==> config.mk <==
export PLATFORM = sky130hd
export DESIGN_NAME = sdf_fifo
export DESIGN_NICKNAME = d
export VERILOG_FILES = /design/src/rtl/sdf_pkg.sv /design/src/rtl/sdf_fifo_ram.sv /design/src/rtl/sdf_fifo.sv
export SDC_FILE = /design/constraint.sdc
export NUM_CORES = 1
export LEC_CHECK = 0
export BUFFER_PORTS_ARGS = -buffer_cell sky130_fd_sc_hd__buf_2
export CORE_ASPECT_RATIO = 0.5
export CORE_UTILIZATION = 61
export CTS_BUF_LIST = sky130_fd_sc_hd__clkbuf_8
export DETAILED_ROUTE_END_ITERATION = 12
export PLACE_DENSITY = 0.77
export SYNTH_ARGS = -nofsm -noshare
export SYNTH_HDL_FRONTEND = slang
export SYNTH_SLANG_ARGS = --single-unit
==> constraint.sdc <==
create_clock -name clk -period 3.04 [get_ports clk]
set_input_delay 0.456 -clock clk [delete_from_list [all_inputs] [get_ports clk]]
set_output_delay 0.456 -clock clk [all_outputs]
set_load 0.01 [all_outputs]
==> src/rtl/sdf_pkg.sv <==
// Shared constants and elaboration helpers for the SDF FFT stage buffers.
package sdf_pkg;

    localparam int SDF_DATA_W = 11;

    // Ceiling log2, evaluated at elaboration to size pointers.
    function automatic int clog2(input int n);
        int r;
        r = 0;
        while ((1 << r) < n) begin
            r = r + 1;
        end
        return r;
    endfunction

    function automatic bit is_pow2(input int n);
        return (n >= 2) && ((n & (n - 1)) == 0);
    endfunction

endpackage

==> src/rtl/sdf_fifo_ram.sv <==
// Simple dual-port DEPTHxWIDTH storage: one write port, one registered read port.
module sdf_fifo_ram
    import sdf_pkg::*;
#(
    parameter int WIDTH = SDF_DATA_W,
    parameter int DEPTH = 32,
    parameter int AW    = clog2(DEPTH)
) (
    input  logic             clk,
    input  logic             we,
    input  logic [AW-1:0]    waddr,
    input  logic [WIDTH-1:0] wdata,
    input  logic             re,
    input  logic [AW-1:0]    raddr,
    output logic [WIDTH-1:0] rdata
);

    logic [WIDTH-1:0] mem [DEPTH];

    // Storage is deliberately not reset; a same-address read returns the old word.
    always_ff @(posedge clk) begin
        if (we) begin
            mem[waddr] <= wdata;
        end
        if (re) begin
            rdata <= mem[raddr];
        end
    end

endmodule

==> src/rtl/sdf_fifo.sv <==
// Parametrised synchronous FIFO buffering SDF feedback samples between butterfly stages.
// Optional sticky overflow/underflow flags are built when SDF_FIFO_ERR_EN is defined.
module sdf_fifo
    import sdf_pkg::*;
#(
    parameter int WIDTH = SDF_DATA_W,
    parameter int DEPTH = 32,
    parameter int AFULL = DEPTH - 2,
    parameter int AW    = clog2(DEPTH)
) (
    input  logic             clk,
    input  logic             rst,
    input  logic             flush,
    input  logic             w_en,
    input  logic [WIDTH-1:0] data_in,
    input  logic             r_en,
    output logic [WIDTH-1:0] data_out,
    output logic             out_valid,
    output logic             full,
    output logic             empty,
    output logic             almost_full,
    output logic [AW:0]      count,
    output logic             ovf,
    output logic             udf,
    input  logic             clr_err
);

    if (!is_pow2(DEPTH)) begin : g_depth_chk
        $error("sdf_fifo: DEPTH must be a power of two >= 2");
    end
    if (AFULL < 1 || AFULL > DEPTH) begin : g_afull_chk
        $error("sdf_fifo: AFULL must lie in 1..DEPTH");
    end

    logic [AW-1:0]    wptr, rptr;
    logic             wa, ra;
    logic [AW:0]      count_nxt;
    logic             vld_p1;
    logic [WIDTH-1:0] ram_q_p1;

    assign wa        = w_en & (~full | r_en);
    assign ra        = r_en & ~empty;
    assign count_nxt = count + (AW+1)'(wa) - (AW+1)'(ra);

    always_ff @(posedge clk or posedge rst) begin
        if (rst) begin
            wptr        <= '0;
            rptr        <= '0;
            count       <= '0;
            full        <= 1'b0;
            empty       <= 1'b1;
            almost_full <= 1'b0;
            vld_p1      <= 1'b0;
        end else if (flush) begin
            wptr        <= '0;
            rptr        <= '0;
            count       <= '0;
            full        <= 1'b0;
            empty       <= 1'b1;
            almost_full <= 1'b0;
            vld_p1      <= 1'b0;
        end else begin
            if (wa) begin
                wptr <= wptr + AW'(1);
            end
            if (ra) begin
                rptr <= rptr + AW'(1);
            end
            count       <= count_nxt;
            full        <= (count_nxt == (AW+1)'(DEPTH));
            empty       <= (count_nxt == '0);
            almost_full <= (count_nxt >= (AW+1)'(AFULL));
            vld_p1      <= ra;
        end
    end

    sdf_fifo_ram #(
        .WIDTH (WIDTH),
        .DEPTH (DEPTH),
        .AW    (AW)
    ) u_ram (
        .clk   (clk),
        .we    (wa & ~flush),
        .waddr (wptr),
        .wdata (data_in),
        .re    (ra & ~flush),
        .raddr (rptr),
        .rdata (ram_q_p1)
    );

    // ---- stage p1: read word leaves the RAM register; idle cycles present zero ----
    assign out_valid = vld_p1;
    assign data_out  = vld_p1 ? ram_q_p1 : '0;

`ifdef SDF_FIFO_ERR_EN
    logic ovf_set, udf_set;

    assign ovf_set = w_en & full & ~r_en & ~flush;
    assign udf_set = r_en & empty & ~flush;

    // Set has priority over clear so a coincident event is never lost.
    always_ff @(posedge clk or posedge rst) begin
        if (rst) begin
            ovf <= 1'b0;
            udf <= 1'b0;
        end else begin
            ovf <= ovf_set | (ovf & ~clr_err);
            udf <= udf_set | (udf & ~clr_err);
        end
    end
`else
    logic unused_clr_err;

    assign unused_clr_err = clr_err;
    assign ovf            = 1'b0;
    assign udf            = 1'b0;
`endif

endmodule

==> flow_metrics.py, run 1 <==
metrics = {
    "synthesis": {
        "synth-main-ff-cell": "edfxtp_1",
        "async_flop_share_pct": 5.222,
        "synth_cell_types": 47,
        "syn-instance-count": 828,
        "synth_top_area_share_pct": 71.68,
        "yosys_warnings": 0,
        "synth_edf_count": 363,
        "syn_avg_cell_area_um2": 18.37,
        "synthesis.area_mm2": 0.01521,
        "ys_top_cells_by_area": "edfxtp_1 72%, mux4_2 6.1%, mux2i_1 5.3%",
        "yosysSeqAreaShare_pct": 74.98,
        "yosysTopAreaCell": "edfxtp_1",
        "ys_seq_elements": 383,
    },
    "power_and_ir_drop": {
        "powerDensity_mw_per_mm2": 634.2,
        "vdd.ir_drop.worst_mv": 0.4010,
        "leakage_nw": 5.382,
    },
    "global_routing": {
        "grt_usage_pct": 25.10,
        "grt_overflow_total": 0,
        "grt_pass1_wl_mm": 45.77,
        "grt_pass1_vias": 7595,
        "antenna_found_initial": 0,
        "grt_max_degree": 49,
    },
    "flow_run": {
        "maxCapViolCount": 0,
    },
    "cells_and_area": {
        "final_cell_area_mm2": 0.01679,
        "fin_nets": 949,
        "drive_gt1_share_pct": 19.08,
        "area_delta_synth_final_pct": 10.39,
        "fin_cells": 1296,
    },
    "die": {
        "start_util_pct": 62.78,
        "num_rows": 40,
        "die_y_um": 113.6,
        "boundaryPins": 40,
        "die-area_mm2": 0.02560,
        "chipWidth_um": 225.3,
        "fp.coreArea_mm2": 0.02422,
    },
    "sta": {
        "tns_ns": 0,
        "tightest_slew_ns": 0.8498,
        "timing.final.crit_share_pct": 84.25,
        "finClkSkew_ns": 0.02204,
        "slew_headroom_pct": 43.21,
        "min_period_ns": 2.561,
        "timing.fmax_mhz": 390.4,
        "hold-worst-slack_ns": -0.002125,
        "hold_viol": 4,
        "maxSlewViolCount": 0,
        "rsz0062_at_grt": "no",
        "setup_violations": 0,
    },
    "cts": {
        "path_clk_slew_ns": 0.07,
        "cts_tree": "built",
        "htreeDepth": 2,
        "cts_inserted_buffers": 51,
        "root_buffer": "clkbuf_8",
        "cts_resized": 0,
        "clock-sinks": 383,
        "cts_buffer_depth": 3,
        "cts_setup_buffers": 0,
        "insertion_delay_ns": 0.59,
        "cts_hold_buf": 0,
    },
    "drt": {
        "wl_mm": 31.11,
        "dr.pass1.iters": 5,
        "detail-route-antenna-nets": 0,
        "vias": 7842,
        "drc_errors": 0,
        "wl_per_cell_um": 24.00,
        "drt_iter0_drc": 827,
        "avgViaCountPerCell": 6.051,
    },
    "setup_path": {
        "path_class": "flop to flop",
        "cp_max_fo": 3,
        "rrSetupSlack_ns": 0.48,
        "slowest_delay_ns": 0.43,
        "startpoint_type": "flop",
        "path_cells": "a21boi_2 -> inv_1 -> ha_1 -> inv_1 -> ha_1 -> fa_1 -> a21o_1 -> a21oi_1 -> xor2_1 -> and3_1 -> and2_1",
        "end_kind": "flop",
        "worstPathArrival_ns": 3.10,
        "critPathSlowestCell": "fa_1",
        "worstPathRequired_ns": 3.58,
    },
    "place": {
        "place.gp.congestion": 0.8296,
        "dp_hpwl_mm": 18.80,
        "post-place-cells": 1203,
        "place_area_mm2": 0.01592,
        "port_buffers": 36,
    },
    "worst_hold_path": {
        "hold_path_class": "input pin to async pin",
    },
    "outcome": {
        "violations": "hold timing",
        "outcome": "complete, but fails checks",
    },
}
final timing paths:
path	cells past startpoint	startpoint	end
min	2	rst	full$_DFF_PP0_
min in group clk	2	flush	wptr[0]$_DFFE_PP0P_
min reg2reg	2	wptr[4]$_DFFE_PP0P_	wptr[4]$_DFFE_PP0P_
max in group asynchronous	2	rst	rptr[2]$_DFFE_PP0P_
max	11	full$_DFF_PP0_	full$_DFF_PP0_
max reg2reg	11	full$_DFF_PP0_	full$_DFF_PP0_
critical path, delay by kind of cell (launching register included):
kind,cells,cell delay (ns)
XOR/XNOR,1,0.26
buffers and inverters,2,0.10
adder cells (fa/ha/maj),3,0.91
AO/OA/AOI/OAI,3,0.50
flip-flops,1,0.41
AND/OR/NAND/NOR,2,0.34
routing by layer:
layer	up-vias	GRT usage [%]	wire length, µm
met5	-	0	0
met4	0	8.254	633
met3	48	5.204	2461
met2	325	39.26	14870
met1	3986	36.04	13150
li1	3483	-	-
layout make-up:
| type | instances | area, µm² |
|---|---|---|
| Multi-Input combinational cell | 389 | 3480 |
| Sequential cell | 383 | 11410 |
| Timing Repair Buffer | 83 | 570.5 |
| Inverter | 12 | 45.04 |
| Clock buffer | 51 | 701.9 |
| Clock inverter | 41 | 160.2 |
| Fill cell | 1552 | 7436 |
| Tap cell | 336 | 420.4 |
| Antenna cell | 1 | 2.502 |
cells by family (layout without fill, tap and decap cells):
| family | Yosys count | in the layout | synth area share (%) |
|---|---|---|---|
| buffers and inverters | 57 | 187 | 2.164 |
| adders and majority gates | 12 | 12 | 1.037 |
| other | 1 | 3 | 0.02466 |
| DFF | 383 | 383 | 74.98 |
| and+or+nand+nor | 141 | 141 | 4.493 |
| xor gates and xnor gates | 11 | 11 | 0.6336 |
| muxes | 124 | 124 | 11.86 |
| AOI/OAI and AO/OA | 99 | 99 | 4.813 |
placed cells by master, fill, tap and decap left out, types with 3 or more instances in the layout:
cell	synthesis	routed
buf_12	2	3
clkbuf_8	0	51
mux2i_1	80	80
buf_2	15	36
ha_1	11	11
a31oi_1	11	11
mux4_1	3	3
nand4_1	3	3
a2111oi_0	3	3
nand2_1	26	26
dfrtp_1	19	17
mux4_2	41	41
edfxtp_1	363	363
buf_4	11	44
nor2b_1	20	20
a22oi_1	33	33
clkinv_1	0	21
and2_1	13	13
a2111oi_1	8	8
xor2_1	8	8
a211oi_1	11	11
nand3_1	16	16
nor3_1	4	4
nand2b_1	3	3
a21oi_1	14	14
a22o_1	11	11
xnor2_1	3	3
nor2_1	47	47
inv_1	12	29
power breakdown:
part           internal [mW]  switching (mW)  total [mW]
Sequential              5.91          0.0821        6.00
Clock                   1.56            1.80        3.35
Combinational          0.522           0.774        1.30
metrics by stage:
stage               utilization [%]  setup slack, ns  total power, mW
floorplan                         -           0.3582            6.970
global placement              65.73           0.3766            7.348
detailed placement            65.73           0.3566            7.387
CTS                           69.29           0.4764            10.70
global route                  69.29           0.2837            11.05
finish                        69.30           0.4788            10.65
synth_stat cells, types with 2 or more instances:
cell,n
inv_1,12
buf_2,15
a22oi_1,33
a22o_1,11
a211oi_1,11
xor2_1,8
a31oi_1,11
nor3_1,4
nand3_1,16
dfrtp_1,19
xnor2_1,3
a21oi_1,14
nand2_1,26
and3_1,2
a2111oi_1,8
and3b_1,2
mux2i_1,80
clkbuf_1,13
a2111oi_0,3
edfxtp_1,363
buf_4,11
and2_1,13
buf_6,3
ha_1,11
o21ai_0,2
nor2_1,47
buf_12,2
nor2b_1,20
mux4_2,41
nand4_1,3
mux4_1,3
nand2b_1,3
sequential cells by signal (all words and copies together), names as in the netlist:
signal and flops:
almost_full 1, count 6, empty 1, full 1, out_valid 1, rptr 5
u_ram.mem 352, u_ram.rdata 11, wptr 5
Note: power is estimated with default switching activity, not from simulation.
==> run 2, diff against run 1 <==
CORE_UTILIZATION = 58   (was 61)
clock period = 2.1 ns   (was 3.04 ns; I/O delays follow)
==> flow_metrics.py, run 2 (synthesized netlist as in run 1, its figures left out) <==
metrics = {
    "cells_and_area": {
        "diodes": 0,
        "reg_top3": "u_ram.mem (352), u_ram.rdata (11), count (6)",
        "fin_nets": 1003,
        "area_delta_synth_final_pct": 15.55,
        "drive_gt1_share_pct": 27.02,
        "layout_commonest_cell": "edfxtp_1",
        "fin_cells": 1358,
        "final_cell_area_mm2": 0.01757,
        "final_cell_mix": "363 x edfxtp_1, 84 x buf_4, 80 x mux2i_1, 50 x clkbuf_8, 45 x nor2_1",
        "final_util_pct": 69.06,
        "regMostFlops": "u_ram.mem",
        "largest_reg_flops": 352,
    },
    "drt": {
        "vias": 8270,
        "avgViaCountPerCell": 6.090,
        "drc_errors": 0,
        "wl_per_cell_um": 24.92,
        "drt_iter0_drc": 958,
        "detail-route-antenna-nets": 0,
        "dr.pass1.iters": 5,
        "wl_mm": 33.85,
    },
    "setup_path": {
        "end_kind": "flop",
        "cp_max_fo": 2,
        "worstPathArrival_ns": 2.81,
        "path_class": "flop to flop",
        "startpoint_type": "flop",
        "reg2reg_depth": 11,
        "worstPathRequired_ns": 2.65,
    },
    "power_and_ir_drop": {
        "total_power_mw": 16.04,
        "vdd.ir_drop.worst_mv": 0.4574,
        "leakage_nw": 5.752,
        "powerDensity_mw_per_mm2": 912.7,
    },
    "sta": {
        "hold_viol": 0,
        "finClkSkew_ns": 0.02650,
        "maxSlewViolCount": 0,
        "hold-worst-slack_ns": 0.07222,
        "setup_ws_ns": -0.1616,
        "tightest_slew_ns": 0.8392,
        "tns_ns": -0.5006,
        "min_period_ns": 2.262,
        "setup_violations": 5,
        "slew_headroom_pct": 43.85,
        "rsz0062_at_grt": "yes",
        "timing.final.crit_share_pct": 107.7,
        "timing.fmax_mhz": 442.2,
    },
    "cts": {
        "cts_buffer_depth": 3,
        "cts_tree": "built",
        "htreeDepth": 2,
        "path_clk_slew_ns": 0.07,
        "root_buffer": "clkbuf_8",
        "clock-sinks": 383,
        "cts_inserted_buffers": 50,
        "insertion_delay_ns": 0.61,
    },
    "global_routing": {
        "grt_pass1_vias": 8171,
        "grt_usage_pct": 25.53,
        "antenna_found_initial": 1,
        "grt_max_degree": 33,
        "grt_overflow_total": 0,
        "grt_pass1_wl_mm": 49.03,
    },
    "place": {
        "port_buffers": 36,
        "place_area_mm2": 0.01645,
        "post-place-cells": 1260,
        "place.gp.congestion": 0.9337,
        "dp_hpwl_mm": 20.54,
        "dpl_worst_slack_ns": -0.2843,
    },
    "die": {
        "die-area_mm2": 0.02691,
        "die_y_um": 116.5,
        "fp.coreArea_mm2": 0.02544,
        "chipWidth_um": 231.0,
        "start_util_pct": 59.77,
        "boundaryPins": 40,
        "num_rows": 41,
    },
    "outcome": {
        "outcome": "complete, but fails checks",
        "violations": "setup timing",
    },
    "flow_run": {
        "maxCapViolCount": 0,
    },
    "worst_hold_path": {
        "hold_path_class": "input pin to flop",
        "whs_path_depth": 2,
    },
}
-- run 2: routing by layer --
layer	global-route usage, %	wire, µm	up-vias
met4	9.095	840	0
met3	4.517	2917	58
li1	-	-	3592
met1	35.49	13830	4195
met2	41.58	16260	425
met5	0	0	-
-- run 2: final timing paths --
kind | start | endpoint | slack, ns
worst max-delay path | full$_DFF_PP0_ | full$_DFF_PP0_ | -0.16
min in group asynchronous | rst | full$_DFF_PP0_ | 0.28
max in group asynchronous | rst | empty$_DFF_PP1_ | 1.54
worst min register to register | wptr[4]$_DFFE_PP0P_ | wptr[4]$_DFFE_PP0P_ | 0.57
worst max register to register | full$_DFF_PP0_ | full$_DFF_PP0_ | -0.16
worst min-delay path | flush | count[4]$_DFF_PP0_ | 0.07
-- run 2: area by class of cell --
class	count	area, µm²
fillers	1571	7873
flip-flops and latches	383	11410
clock buffers	50	688.2
repair buffers	138	1149
inverters	12	45.04
multi-input cells	389	3649
clock inverters	42	202.7
well taps	344	430.4
-- run 2: critical path, stage by stage (launching register included) --
cell	delay, ns
dfrtp_1	0.41
a21boi_4	0.15
inv_2	0.06
ha_4	0.26
inv_2	0.04
ha_4	0.15
fa_2	0.33
a21o_1	0.19
a21oi_2	0.12
xor2_1	0.18
and3_1	0.19
and2_1	0.12
-- run 2: what timing repair did --
item                                   4_1_cts  5_1_grt
cloned                                       0        1
gates resized for setup                      8       23
pin swaps                                    3        0
hold buffers                                 1        0
setup buffers                                3        1
setup endpoints to repair                   15       15
endpoints found under the hold margin       20        0
-- run 2: report_power, final --
group | internal, mW | leakage [nW] | switching, mW | total (mW)
Combinational | 1.07 | 1.71 | 1.27 | 2.34
Sequential | 8.56 | 3.53 | 0.113 | 8.67
Clock | 2.36 | 0.517 | 2.67 | 5.02
